--- config.mk ---
export PLATFORM = sky130hd
export DESIGN_NAME = step_pulse_gen
export DESIGN_NICKNAME = d
export VERILOG_FILES = /design/src/rtl/step_pulse_gen_pkg.sv /design/src/rtl/step_pending_ctr.sv /design/src/rtl/step_pulse_gen.sv
export SDC_FILE = /design/constraint.sdc
export NUM_CORES = 1
export LEC_CHECK = 0
export CAP_MARGIN = 25
export CORE_MARGIN = 2
export CORE_UTILIZATION = 60
export DETAILED_ROUTE_END_ITERATION = 10
export MAX_ROUTING_LAYER = met4
export PLACE_DENSITY = 0.9
export SYNTH_ARGS = -nofsm -noshare
export SYNTH_HDL_FRONTEND = slang
export SYNTH_SLANG_ARGS = --single-unit
--- constraint.sdc ---
create_clock -name CLK -period 7.5 [get_ports CLK]
set_input_delay 1.5 -clock CLK [delete_from_list [all_inputs] [get_ports CLK]]
set_output_delay 1.5 -clock CLK [all_outputs]
set_load 0.01 [all_outputs]
--- src/rtl/step_pulse_gen_pkg.sv ---
// Shared configuration for the step/direction output stage and the move buffer.
package step_pulse_gen_pkg;

  // Pulse generator FSM states
  typedef enum logic [1:0] {
    ST_IDLE      = 2'd0,
    ST_DIR_SETUP = 2'd1,
    ST_HIGH      = 2'd2,
    ST_LOW       = 2'd3
  } pulse_state_e;

  // Width of the shared phase down-timer
  localparam int TIMER_BITS = 16;

  // Default timing at a 16 MHz system clock
  localparam int DEFAULT_DIR_SETUP_CYCLES  = 16;
  localparam int DEFAULT_PULSE_HIGH_CYCLES = 32;
  localparam int DEFAULT_PULSE_LOW_CYCLES  = 32;
  localparam int DEFAULT_PENDING_BITS      = 8;

  // Move buffer sizing used by the upstream move-execution logic
  localparam int MOVE_BUF_DEPTH     = 16;
  localparam int MOVE_BUF_ADDR_BITS = $clog2(MOVE_BUF_DEPTH);

  // A phase lasting N cycles loads N-1 and leaves when the timer reads zero
  function automatic logic [TIMER_BITS-1:0] timer_load(input int cycles);
    return TIMER_BITS'(cycles - 1);
  endfunction

endpackage

--- src/rtl/step_pending_ctr.sv ---
// Signed count of requested-but-unemitted steps with saturation and a sticky drop flag.
module step_pending_ctr
  import step_pulse_gen_pkg::*;
#(
  parameter int PENDING_BITS = DEFAULT_PENDING_BITS
) (
  input  logic                           clk_i,
  input  logic                           reset_i,
  input  logic                           req_valid_i,
  input  logic                           req_dir_i,
  input  logic                           commit_valid_i,
  input  logic                           commit_dir_i,
  input  logic                           clear_overflow_i,
  output logic signed [PENDING_BITS-1:0] pending_o,
  output logic                           overflow_o
);

  localparam logic signed [PENDING_BITS-1:0] PEND_MAX = {1'b0, {(PENDING_BITS-1){1'b1}}};
  localparam logic signed [PENDING_BITS-1:0] PEND_MIN = {1'b1, {(PENDING_BITS-1){1'b0}}};
  localparam logic signed [PENDING_BITS-1:0] PEND_ONE = {{(PENDING_BITS-1){1'b0}}, 1'b1};

  logic signed [PENDING_BITS-1:0] pending_q, pending_d, after_commit;
  logic                           overflow_q, overflow_d, drop;

  // Commit first (always toward zero, so it cannot overflow), then apply or drop the request
  always_comb begin
    after_commit = pending_q;
    if (commit_valid_i) begin
      after_commit = commit_dir_i ? (pending_q - PEND_ONE) : (pending_q + PEND_ONE);
    end
    drop      = 1'b0;
    pending_d = after_commit;
    if (req_valid_i) begin
      if (req_dir_i) begin
        if (after_commit == PEND_MAX) drop = 1'b1;
        else                          pending_d = after_commit + PEND_ONE;
      end else begin
        if (after_commit == PEND_MIN) drop = 1'b1;
        else                          pending_d = after_commit - PEND_ONE;
      end
    end
    overflow_d = overflow_q;
    if (drop)                  overflow_d = 1'b1;
    else if (clear_overflow_i) overflow_d = 1'b0;
  end

  // Counter and sticky flag registers
  always_ff @(posedge clk_i) begin
    if (reset_i) begin
      pending_q  <= '0;
      overflow_q <= 1'b0;
    end else begin
      pending_q  <= pending_d;
      overflow_q <= overflow_d;
    end
  end

  assign pending_o  = pending_q;
  assign overflow_o = overflow_q;

endmodule

--- src/rtl/step_pulse_gen.sv ---
// Converts single-cycle step requests into STEP/DIR pulses with setup, high and low timing.
module step_pulse_gen
  import step_pulse_gen_pkg::*;
#(
  parameter int DIR_SETUP_CYCLES  = DEFAULT_DIR_SETUP_CYCLES,
  parameter int PULSE_HIGH_CYCLES = DEFAULT_PULSE_HIGH_CYCLES,
  parameter int PULSE_LOW_CYCLES  = DEFAULT_PULSE_LOW_CYCLES,
  parameter int PENDING_BITS      = DEFAULT_PENDING_BITS
) (
  input  logic                           CLK,
  input  logic                           reset,
  input  logic                           step_req,
  input  logic                           dir_req,
  input  logic                           enable,
  input  logic                           clear_overflow,
  output logic                           step_out,
  output logic                           dir_out,
  output logic signed [PENDING_BITS-1:0] pending,
  output logic signed [31:0]             position,
  output logic                           busy,
  output logic                           overflow
);

  localparam logic [TIMER_BITS-1:0] SETUP_LOAD = timer_load(DIR_SETUP_CYCLES);
  localparam logic [TIMER_BITS-1:0] HIGH_LOAD  = timer_load(PULSE_HIGH_CYCLES);
  localparam logic [TIMER_BITS-1:0] LOW_LOAD   = timer_load(PULSE_LOW_CYCLES);

  pulse_state_e          state_q;
  logic [TIMER_BITS-1:0] timer_q;
  logic                  step_out_q, dir_out_q;
  logic signed [31:0]    position_q, position_d;
  logic                  pending_nz, pending_fwd, start_ok, commit;

  step_pending_ctr #(
    .PENDING_BITS(PENDING_BITS)
  ) u_pending (
    .clk_i           (CLK),
    .reset_i         (reset),
    .req_valid_i     (step_req),
    .req_dir_i       (dir_req),
    .commit_valid_i  (commit),
    .commit_dir_i    (dir_out_q),
    .clear_overflow_i(clear_overflow),
    .pending_o       (pending),
    .overflow_o      (overflow)
  );

  // A pulse may start only when enabled and DIR already points toward the pending steps;
  // the end of LOW chains straight into the next pulse so the step period is HIGH+LOW.
  always_comb begin
    pending_nz  = (pending != '0);
    pending_fwd = ~pending[PENDING_BITS-1];
    start_ok    = enable && pending_nz && (pending_fwd == dir_out_q);
    commit      = 1'b0;
    case (state_q)
      ST_IDLE:              commit = start_ok;
      ST_DIR_SETUP, ST_LOW: commit = (timer_q == '0) && start_ok;
      default:              commit = 1'b0;
    endcase
    position_d = dir_out_q ? (position_q + 32'sd1) : (position_q - 32'sd1);
  end

  // Pulse FSM with its down-timer, registered STEP/DIR outputs and position counter
  always_ff @(posedge CLK) begin
    if (reset) begin
      state_q    <= ST_IDLE;
      timer_q    <= '0;
      step_out_q <= 1'b0;
      dir_out_q  <= 1'b0;
      position_q <= '0;
    end else begin
      case (state_q)
        ST_IDLE: begin
          if (commit) begin
            state_q    <= ST_HIGH;
            timer_q    <= HIGH_LOAD;
            step_out_q <= 1'b1;
            position_q <= position_d;
          end else if (enable && pending_nz) begin
            state_q   <= ST_DIR_SETUP;
            timer_q   <= SETUP_LOAD;
            dir_out_q <= pending_fwd;
          end
        end
        ST_DIR_SETUP: begin
          if (timer_q != '0) begin
            timer_q <= timer_q - 1'b1;
          end else if (commit) begin
            state_q    <= ST_HIGH;
            timer_q    <= HIGH_LOAD;
            step_out_q <= 1'b1;
            position_q <= position_d;
          end else begin
            state_q <= ST_IDLE;
          end
        end
        ST_HIGH: begin
          if (timer_q != '0) begin
            timer_q <= timer_q - 1'b1;
          end else begin
            state_q    <= ST_LOW;
            timer_q    <= LOW_LOAD;
            step_out_q <= 1'b0;
          end
        end
        default: begin
          if (timer_q != '0) begin
            timer_q <= timer_q - 1'b1;
          end else if (commit) begin
            state_q    <= ST_HIGH;
            timer_q    <= HIGH_LOAD;
            step_out_q <= 1'b1;
            position_q <= position_d;
          end else begin
            state_q <= ST_IDLE;
          end
        end
      endcase
    end
  end

  assign step_out = step_out_q;
  assign dir_out  = dir_out_q;
  assign position = position_q;
  assign busy     = (state_q != ST_IDLE);

endmodule

Word-level counts from Yosys, hierarchy flattened
Index checks and enable logic that the tools add are counted.
{ "op_classes": {"n_addsub": 7, "eq_ne": 9, "mux": 33, "bitwise_logic": 3, "n_reduce_logical": 16} }
{ "ops": {"columns": ["cell", "count"], "rows": [
  ["$mux 32", 3],
  ["$mux 16", 5],
  ["$pmux 32 s2", 1],
  ["$mux 8", 6],
  ["$add 32x2->32 const B", 1],
  ["$pmux 16 s2", 1],
  ["$sub 32x2->32 const B", 1],
  ["$add 8x2->8 const B", 2],
  ["$eq 8x8->1 const B", 2],
  ["$logic_not 16->1", 1],
  ["$reduce_bool 16->1", 1],
  ["$sub 16x1->16 const B", 1],
  ["$sub 8x2->8 const B", 2],
  ["$mux 2", 5],
  ["$mux 1", 9],
  ["$reduce_bool 8->1", 1],
  ["$reduce_and 2->1", 3],
  ["$reduce_and 3->1", 2],
  ["$eq 2x2->1 const B", 2],
  ["$pmux 1 s2", 2],
  ["$pmux 2 s2", 1],
  ["$reduce_bool 2->1", 2],
  ["$reduce_bool 4->1", 1],
  ["$logic_and 1x1->1", 3],
  ["8 further kinds", 10]
]} }
{ "word_totals": {"ff_bits": 61, "in_bits": 6, "elab_cells": 75} }

Depth between registers and ports, before layout
Gate-level depths: netlist of run 1.
{ "depth": {"word_depth": 11, "mapped_depth": 16, "depth_no_buf": 15} }

Modules after synthesis
A second synthesis of run 1 with hierarchy kept.
{ "unflattened": {"hier_cells": 641, "area_unflattened_um2": 5022.3} }
{ "modules_own_cells": {"columns": ["mod", "n_inst", "cells_each", "area_each_um2", "seq_area_each_um2"], "rows": [
  ["step_pulse_gen", 1, 473, 3767.4, 1041.0],
  ["step_pending_ctr", 1, 168, 1255.0, 180.2]
]} }

Least setup slack after synthesis of run 1
No wires, ideal clock.
{ "synth_path": {"path_type": "input -> register", "startpoint": "input port enable", "endpoint": "register u_pending.pending_q[2] (netlist: u_pending.pending_o[2])", "arrival_ps": 3581, "required_ps": 7379, "path_slack_ps": 3798, "path_stages": 11, "path_cell_list": "o2111ai_4 -> a22oi_4 -> buf_2 -> xnor2_1 -> inv_1 -> ha_1 -> inv_1 -> a211o_1 -> nor4_4 -> nor3_2 -> mux2_4"} }
{ "synth_via": {"elab_chain_len": 9, "elab_cells_between_ends": 13, "classes_between": "2 x add/sub; 2 x eq/ne; 6 x mux; 3 x reduce/logical"} }
{ "synth_lines": {"columns": ["item", "line", "rtl"], "rows": [
  ["start, declared", "step_pulse_gen.sv:14", "input logic enable,"],
  ["$logic_and 1x1->1 (*) (2 in a row)", "step_pulse_gen.sv:53", "start_ok = enable && pending_nz && (pending_fwd == dir_out_q);"],
  ["$logic_and 1x1->1", "step_pulse_gen.sv:57", "ST_DIR_SETUP, ST_LOW: commit = (timer_q == '0) && start_ok;"],
  ["$pmux 1 s2 (*)", "step_pulse_gen.sv:55", "case (state_q)"],
  ["$mux 8 (*)", "step_pending_ctr.sv:28", "if (commit_valid_i) begin"],
  ["$sub 8x2->8, or another cell as far along", "step_pending_ctr.sv:39", "else pending_d = after_commit - PEND_ONE;"],
  ["$mux 8 (on tied branches)", "step_pending_ctr.sv:38, step_pending_ctr.sv:35", null],
  ["$mux 8", "step_pending_ctr.sv:34", "if (req_dir_i) begin"],
  ["$mux 8 (*)", "step_pending_ctr.sv:33", "if (req_valid_i) begin"],
  ["end signal, assigned", "step_pending_ctr.sv:53", "pending_q <= pending_d;"],
  ["end, declared", "step_pending_ctr.sv:22", "logic signed [PENDING_BITS-1:0] pending_q, pending_d, after_commit;"]
]} }
Mark *: on every way between the ends. The rest lies on a longest branch, timed or not.
A chain may end at the register's enable or synchronous reset.

Worst setup path in the final report of run 1
{ "layout_path": {"startpoint": "input port enable", "endpoint": "register u_pending.pending_q[1] (netlist: u_pending.pending_o[1])"} }
Same word-level chain as after synthesis.

==> impl_metrics.env, run 1 <==
export IMPL_grt_ovfl_total=0
export IMPL_cts_buffer_depth=2
export IMPL_io_pins=50
export IMPL_post_drt_wl_per_cell_um=15.91
export IMPL_setup_viol=0
export IMPL_drc=0
export IMPL_multi_input_area_mm2=0.003739
export IMPL_path_cells="clkdlybuf4s50_1, nand2_1, a22oi_4, buf_4, xnor2_1, inv_1, ha_1, inv_1, a211o_1, o31ai_1, o211a_1, nor3_2"
export IMPL_timing_hold_ws_ns=0.4773
export IMPL_synthTopCellsByCount="a21oi_1, nand2_1, dfxtp_1, nor2_1, ha_1"
export IMPL_min_path_cells=2
export IMPL_num_vias=4964
export IMPL_critPathTopFamily="buffers and inverters"
export IMPL_slew_headroom_pct=37.47
export IMPL_gp_congestion=0.8977
export IMPL_numCtsBuffers=9
export IMPL_cts_tree="yes"
export IMPL_drtIter0Drc=280
export IMPL_worst_pin_slew_ns=0.9336
export IMPL_critPathMostFrequentCell="inv_1"
export IMPL_slowest_stage="clkdlybuf4s50_1"
export IMPL_hold_path_class="flop to flop"
export IMPL_rsz0062_at_grt="no"
export IMPL_max_stage_delay_ns=0.58
export IMPL_yosys_area_top_type_share_pct=23.74
export IMPL_worst_path_stages=12
export IMPL_die_w_um=96.59
export IMPL_synthFlopType="dfxtp_1"
export IMPL_grt_pass1_wl_um=21610
export IMPL_dpl_hpwl_um=8898
export IMPL_fmax_mhz=227.2
export IMPL_rows=33
export IMPL_area_growth_syn_to_layout_pct=13.96
export IMPL_path_buf_inv=4
export IMPL_antenna_found_initial=0
export IMPL_ys_types=83
export IMPL_root_buffer="clkbuf_8"
export IMPL_avgSynthCellArea_um2=8.037
export IMPL_postCtsHoldBufs=0
export IMPL_grt_start_max_net_pins=74
export IMPL_diodes=0
export IMPL_cts_sinks=61
export IMPL_worstPathArrival_ns=4.61
export IMPL_finalHoldViolCount=0
export IMPL_crit_path_end_kind="flop"
export IMPL_critPathRequiredTime_ns=7.71
export IMPL_finalWirelength_um=12520
export IMPL_start_util_pct=62.29
export IMPL_fin_setup_tns_ns=0
export IMPL_outcome="complete, no violations"
export IMPL_slew_violations=0
export IMPL_antenna_left=0
export IMPL_drive_gt1_share_pct=7.625
export IMPL_syn_num_nets=688
export IMPL_vias_per_cell=6.307
export IMPL_fin_crit_sh_pct=58.69
export IMPL_critPathKind="input port to flop"
export IMPL_fin_nets=725
export IMPL_clk_pin_slew_worst_paths_ns=0.08
export IMPL_grt_usage_pct=29.62
export IMPL_finalCriticalPeriod_ns=4.401
export IMPL_skew_ns=0.01080
export IMPL_post_cts_setup_buffer_count=0
export IMPL_cp_max_fo=46
export IMPL_grt_pass1_vias=4744
export IMPL_dieArea_mm2=0.009330
export IMPL_ys_ff_latch=61
export IMPL_start_kind="input port"
export IMPL_async_reset_ff_share_pct=0
export IMPL_fillers=677
export IMPL_drtPass1Iterations=4
export IMPL_die_h_um=96.59
export IMPL_synth_cell_area_mm2=0.005144
export IMPL_cts_resized=0
export IMPL_core_mm2=0.008258
export IMPL_syn_inst=640
export IMPL_clock_latency_ns=0.35
export IMPL_htreeDepth=3
export IMPL_cap_violations=0
export IMPL_r2r_cells=9
export IMPL_yosysTopAreaCell="dfxtp_1"
export IMPL_synth_seq_area_share_pct=23.74
export IMPL_synth_edf_count=0
export IMPL_regArea_mm2=0.001221
export IMPL_ys_warnings_count=0
export IMPL_portBuffers=49
export IMPL_synth_area_leaders="dfxtp_1, ha_1, a21oi_1"
[state kept, by name, summed over array words and instances, names as in the netlist]
| signal | cells |
|---|---|
| u_pending.overflow_o | 1 |
| step_out | 1 |
| timer_q | 16 |
| u_pending.pending_o | 8 |
| position | 32 |
| state_q | 2 |
| dir_out | 1 |
[kinds of logic (layout without fill, tap and decap cells)]
| family | count (synthesis) | after routing | synth area share (%) |
|---|---|---|---|
| and+or+nand+nor | 264 | 264 | 28.19 |
| AOI/OAI and AO/OA | 190 | 190 | 26.42 |
| DFF | 61 | 61 | 23.74 |
| buffers and inverters | 43 | 85 | 3.576 |
| adders and majority gates | 42 | 42 | 10.51 |
| xor gates and xnor gates | 30 | 30 | 5.108 |
| muxes | 10 | 10 | 2.457 |
[through the flow]
stage	instance area [um^2]	setup WS (ns)	utilization [%]	cells
global route	5862	2.938	70.98	787
finish	5862	3.099	70.98	787
CTS	5862	3.153	70.98	787
global placement	5663	2.884	68.58	771
detailed placement	5663	2.781	68.58	771
floorplan	5144	3.798	-	640
[cells in the final DEF (no fill, tap or decap), drive strengths merged, types with 13 or more instances in the layout]
cell           instances
nand3                 23
dfxtp                 61
or3                   13
xnor2                 16
a21o                  21
ha                    40
a21oi                 62
and3                  15
nor2                  55
o21ai                 25
clkdlybuf4s50         48
nand2                 63
inv                   17
nand3b                18
xor2                  14
nor3                  21
[worst register-to-register path, delay by kind of cell (launching register included)]
family | cells | cell delay (ns)
simple gates | 2 | 0.62
xor+xnor | 1 | 0.25
fa+ha+maj | 1 | 0.44
mux | 1 | 0.31
flops | 1 | 0.81
compound gates | 4 | 1.29
[metal layers]
metal	global-route usage [%]	part of all wire [%]	vias to the layer above
met5	-	0	-
met4	10.45	1.7	0
met3	4.112	5.3	20
met2	48.38	48	155
met1	37.67	45	2314
li1	-	-	2475
[layout make-up]
type | count | share of cell area (%)
clock buffers | 9 | 2.113
clock inverters | 7 | 1.281
inverters | 17 | 1.089
multi-input cells | 536 | 63.78
flip-flops and latches | 61 | 20.83
well taps | 105 | 2.241
repair buffers | 52 | 8.666
[worst paths after layout]
| path | from | slack, ns | end |
|---|---|---|---|
| worst min register to register | position[3] | 0.48 | position[3] |
| worst max-delay path | enable | 3.10 | u_pending.pending_o[1] |
| worst min-delay path | position[3] | 0.48 | position[3] |
| worst max register to register | dir_out | 3.69 | u_pending.pending_o[5] |
Power of run 1 is not shown: default switching activity piles up to over one toggle a cycle in this logic, so the estimate is an artifact.
==> run 2: changes to the inputs <==
Settings changed: CORE_UTILIZATION 60 to 59, PLACE_DENSITY 0.9 to 0.89.
Clock period 7.5 ns to 4.1 ns, I/O delays scaled along.
==> impl_metrics.env, run 2 (same netlist as run 1, synthesis figures left out) <==
export IMPL_cts_buffer_depth=2
export IMPL_start_util_pct=59.86
export IMPL_setup_ws_ns=0.6141
export IMPL_worstPathArrival_ns=3.76
export IMPL_antenna_found_initial=0
export IMPL_hold_path_class="flop to flop"
export IMPL_grt_ovfl_total=0
export IMPL_drc=0
export IMPL_path_buf_inv=1
export IMPL_dpl_hpwl_um=9462
export IMPL_postCtsHoldBufs=0
export IMPL_setup_viol=0
export IMPL_cts_resized=0
export IMPL_vias_per_cell=6.310
export IMPL_io_pins=50
export IMPL_timing_hold_ws_ns=0.4730
export IMPL_finalCriticalPeriod_ns=3.486
export IMPL_largest_reg_flops=32
export IMPL_die_h_um=97.37
export IMPL_cp_max_fo=15
export IMPL_portBuffers=49
export IMPL_slowest_stage="inv_1"
export IMPL_critPathKind="flop to flop"
export IMPL_outcome="complete, no violations"
export IMPL_htreeDepth=3
export IMPL_gp_congestion=0.9465
export IMPL_cap_violations=0
export IMPL_crit_path_end_kind="flop"
export IMPL_cts_tree="yes"
export IMPL_grt_pass1_vias=4761
export IMPL_area_growth_syn_to_layout_pct=15.18
export IMPL_clock_latency_ns=0.35
export IMPL_slew_violations=0
export IMPL_numCtsBuffers=9
export IMPL_grt_pass1_wl_um=22020
export IMPL_rows=34
export IMPL_path_cells="inv_1, ha_1, a211oi_1, o21ai_0, o31ai_1, a31o_2, a21oi_1, or3_1, a31o_2, a21oi_1"
export IMPL_dieArea_mm2=0.009481
export IMPL_clk_pin_slew_worst_paths_ns=0.08
export IMPL_drtIter0Drc=208
export IMPL_post_drt_wl_per_cell_um=16.27
export IMPL_post_cts_setup_buffer_count=0
export IMPL_core_mm2=0.008593
export IMPL_max_stage_delay_ns=0.53
export IMPL_dp_cells=782
export IMPL_grt_usage_pct=28.50
export IMPL_fin_cells=798
export IMPL_fin_setup_tns_ns=0
export IMPL_dp_slack_ns=0.5010
export IMPL_final_cell_mix="nand2_1, a21oi_1, dfxtp_1"
export IMPL_finalHoldViolCount=0
export IMPL_critPathRequiredTime_ns=4.37
export IMPL_fin_crit_sh_pct=85.02
export IMPL_start_kind="flop"
export IMPL_critPathTopFamily="compound AO/OA/AOI/OAI gates"
export IMPL_drive_gt1_share_pct=8.696
export IMPL_fmax_mhz=286.9
export IMPL_slew_headroom_pct=40.54
export IMPL_diodes=0
export IMPL_die_w_um=97.37
export IMPL_fin_nets=733
export IMPL_grt_start_max_net_pins=53
export IMPL_drtPass1Iterations=6
export IMPL_cts_sinks=61
export IMPL_rsz0062_at_grt="no"
export IMPL_root_buffer="clkbuf_8"
export IMPL_antenna_left=0
export IMPL_num_vias=5035
export IMPL_worst_pin_slew_ns=0.8694
export IMPL_skew_ns=0.01210
export IMPL_finalWirelength_um=12990
run 2: cell types whose count changed in the layout (fill, tap and decap cells not counted), sizes merged:
cell	delta
clkinvlp	-2
clkinv	+2
buf	+8
run 2: layout make-up:
cell class	instances	area (um^2)
inverters	17	63.81
flip-flops and latches	61	1221
clock inverters	7	73.82
repair buffers	60	568.0
multi-input cells	536	3739
clock buffers	9	123.9
well taps	108	135.1
fillers	729	2669
run 2: through the flow:
| step | area, um^2 | util [%] |
|---|---|---|
| 2_1_floorplan | 5144 | - |
| 3_3_place_gp | 5727 | 66.64 |
| 3_5_place_dp | 5727 | 66.64 |
| 4_1_cts | 5924 | 68.94 |
| 5_1_grt | 5924 | 68.94 |
| 6_report | 5924 | 68.94 |
run 2: path summary, 6_finish.rpt:
check	slack [ns]	depth (start not counted)	endpoint	from
worst max-delay path	0.61	10	position[31]	dir_out
worst min-delay path	0.47	2	position[7]	position[7]
worst max register to register	0.61	10	position[31]	dir_out
worst min register to register	0.47	2	position[7]	position[7]
run 2: layer usage:
| layer | vias to the layer above | track usage (%) | routed length, um |
|---|---|---|---|
| met4 | 0 | 11.65 | 348 |
| met5 | - | - | 0 |
| met3 | 34 | 4.173 | 591 |
| li1 | 2495 | - | - |
| met1 | 2374 | 36.01 | 5907 |
| met2 | 132 | 45.94 | 6140 |
run 2: worst reg2reg max path, stage by stage (launching register included):
cell and delay [ns]:
dfxtp_1 0.36, inv_1 0.53, ha_1 0.37, a211oi_1 0.29, o21ai_0 0.21, o31ai_1 0.51, a31o_2 0.30, a21oi_1 0.11
or3_1 0.39, a31o_2 0.23, a21oi_1 0.12
Power of run 2 is left out for the same reason.
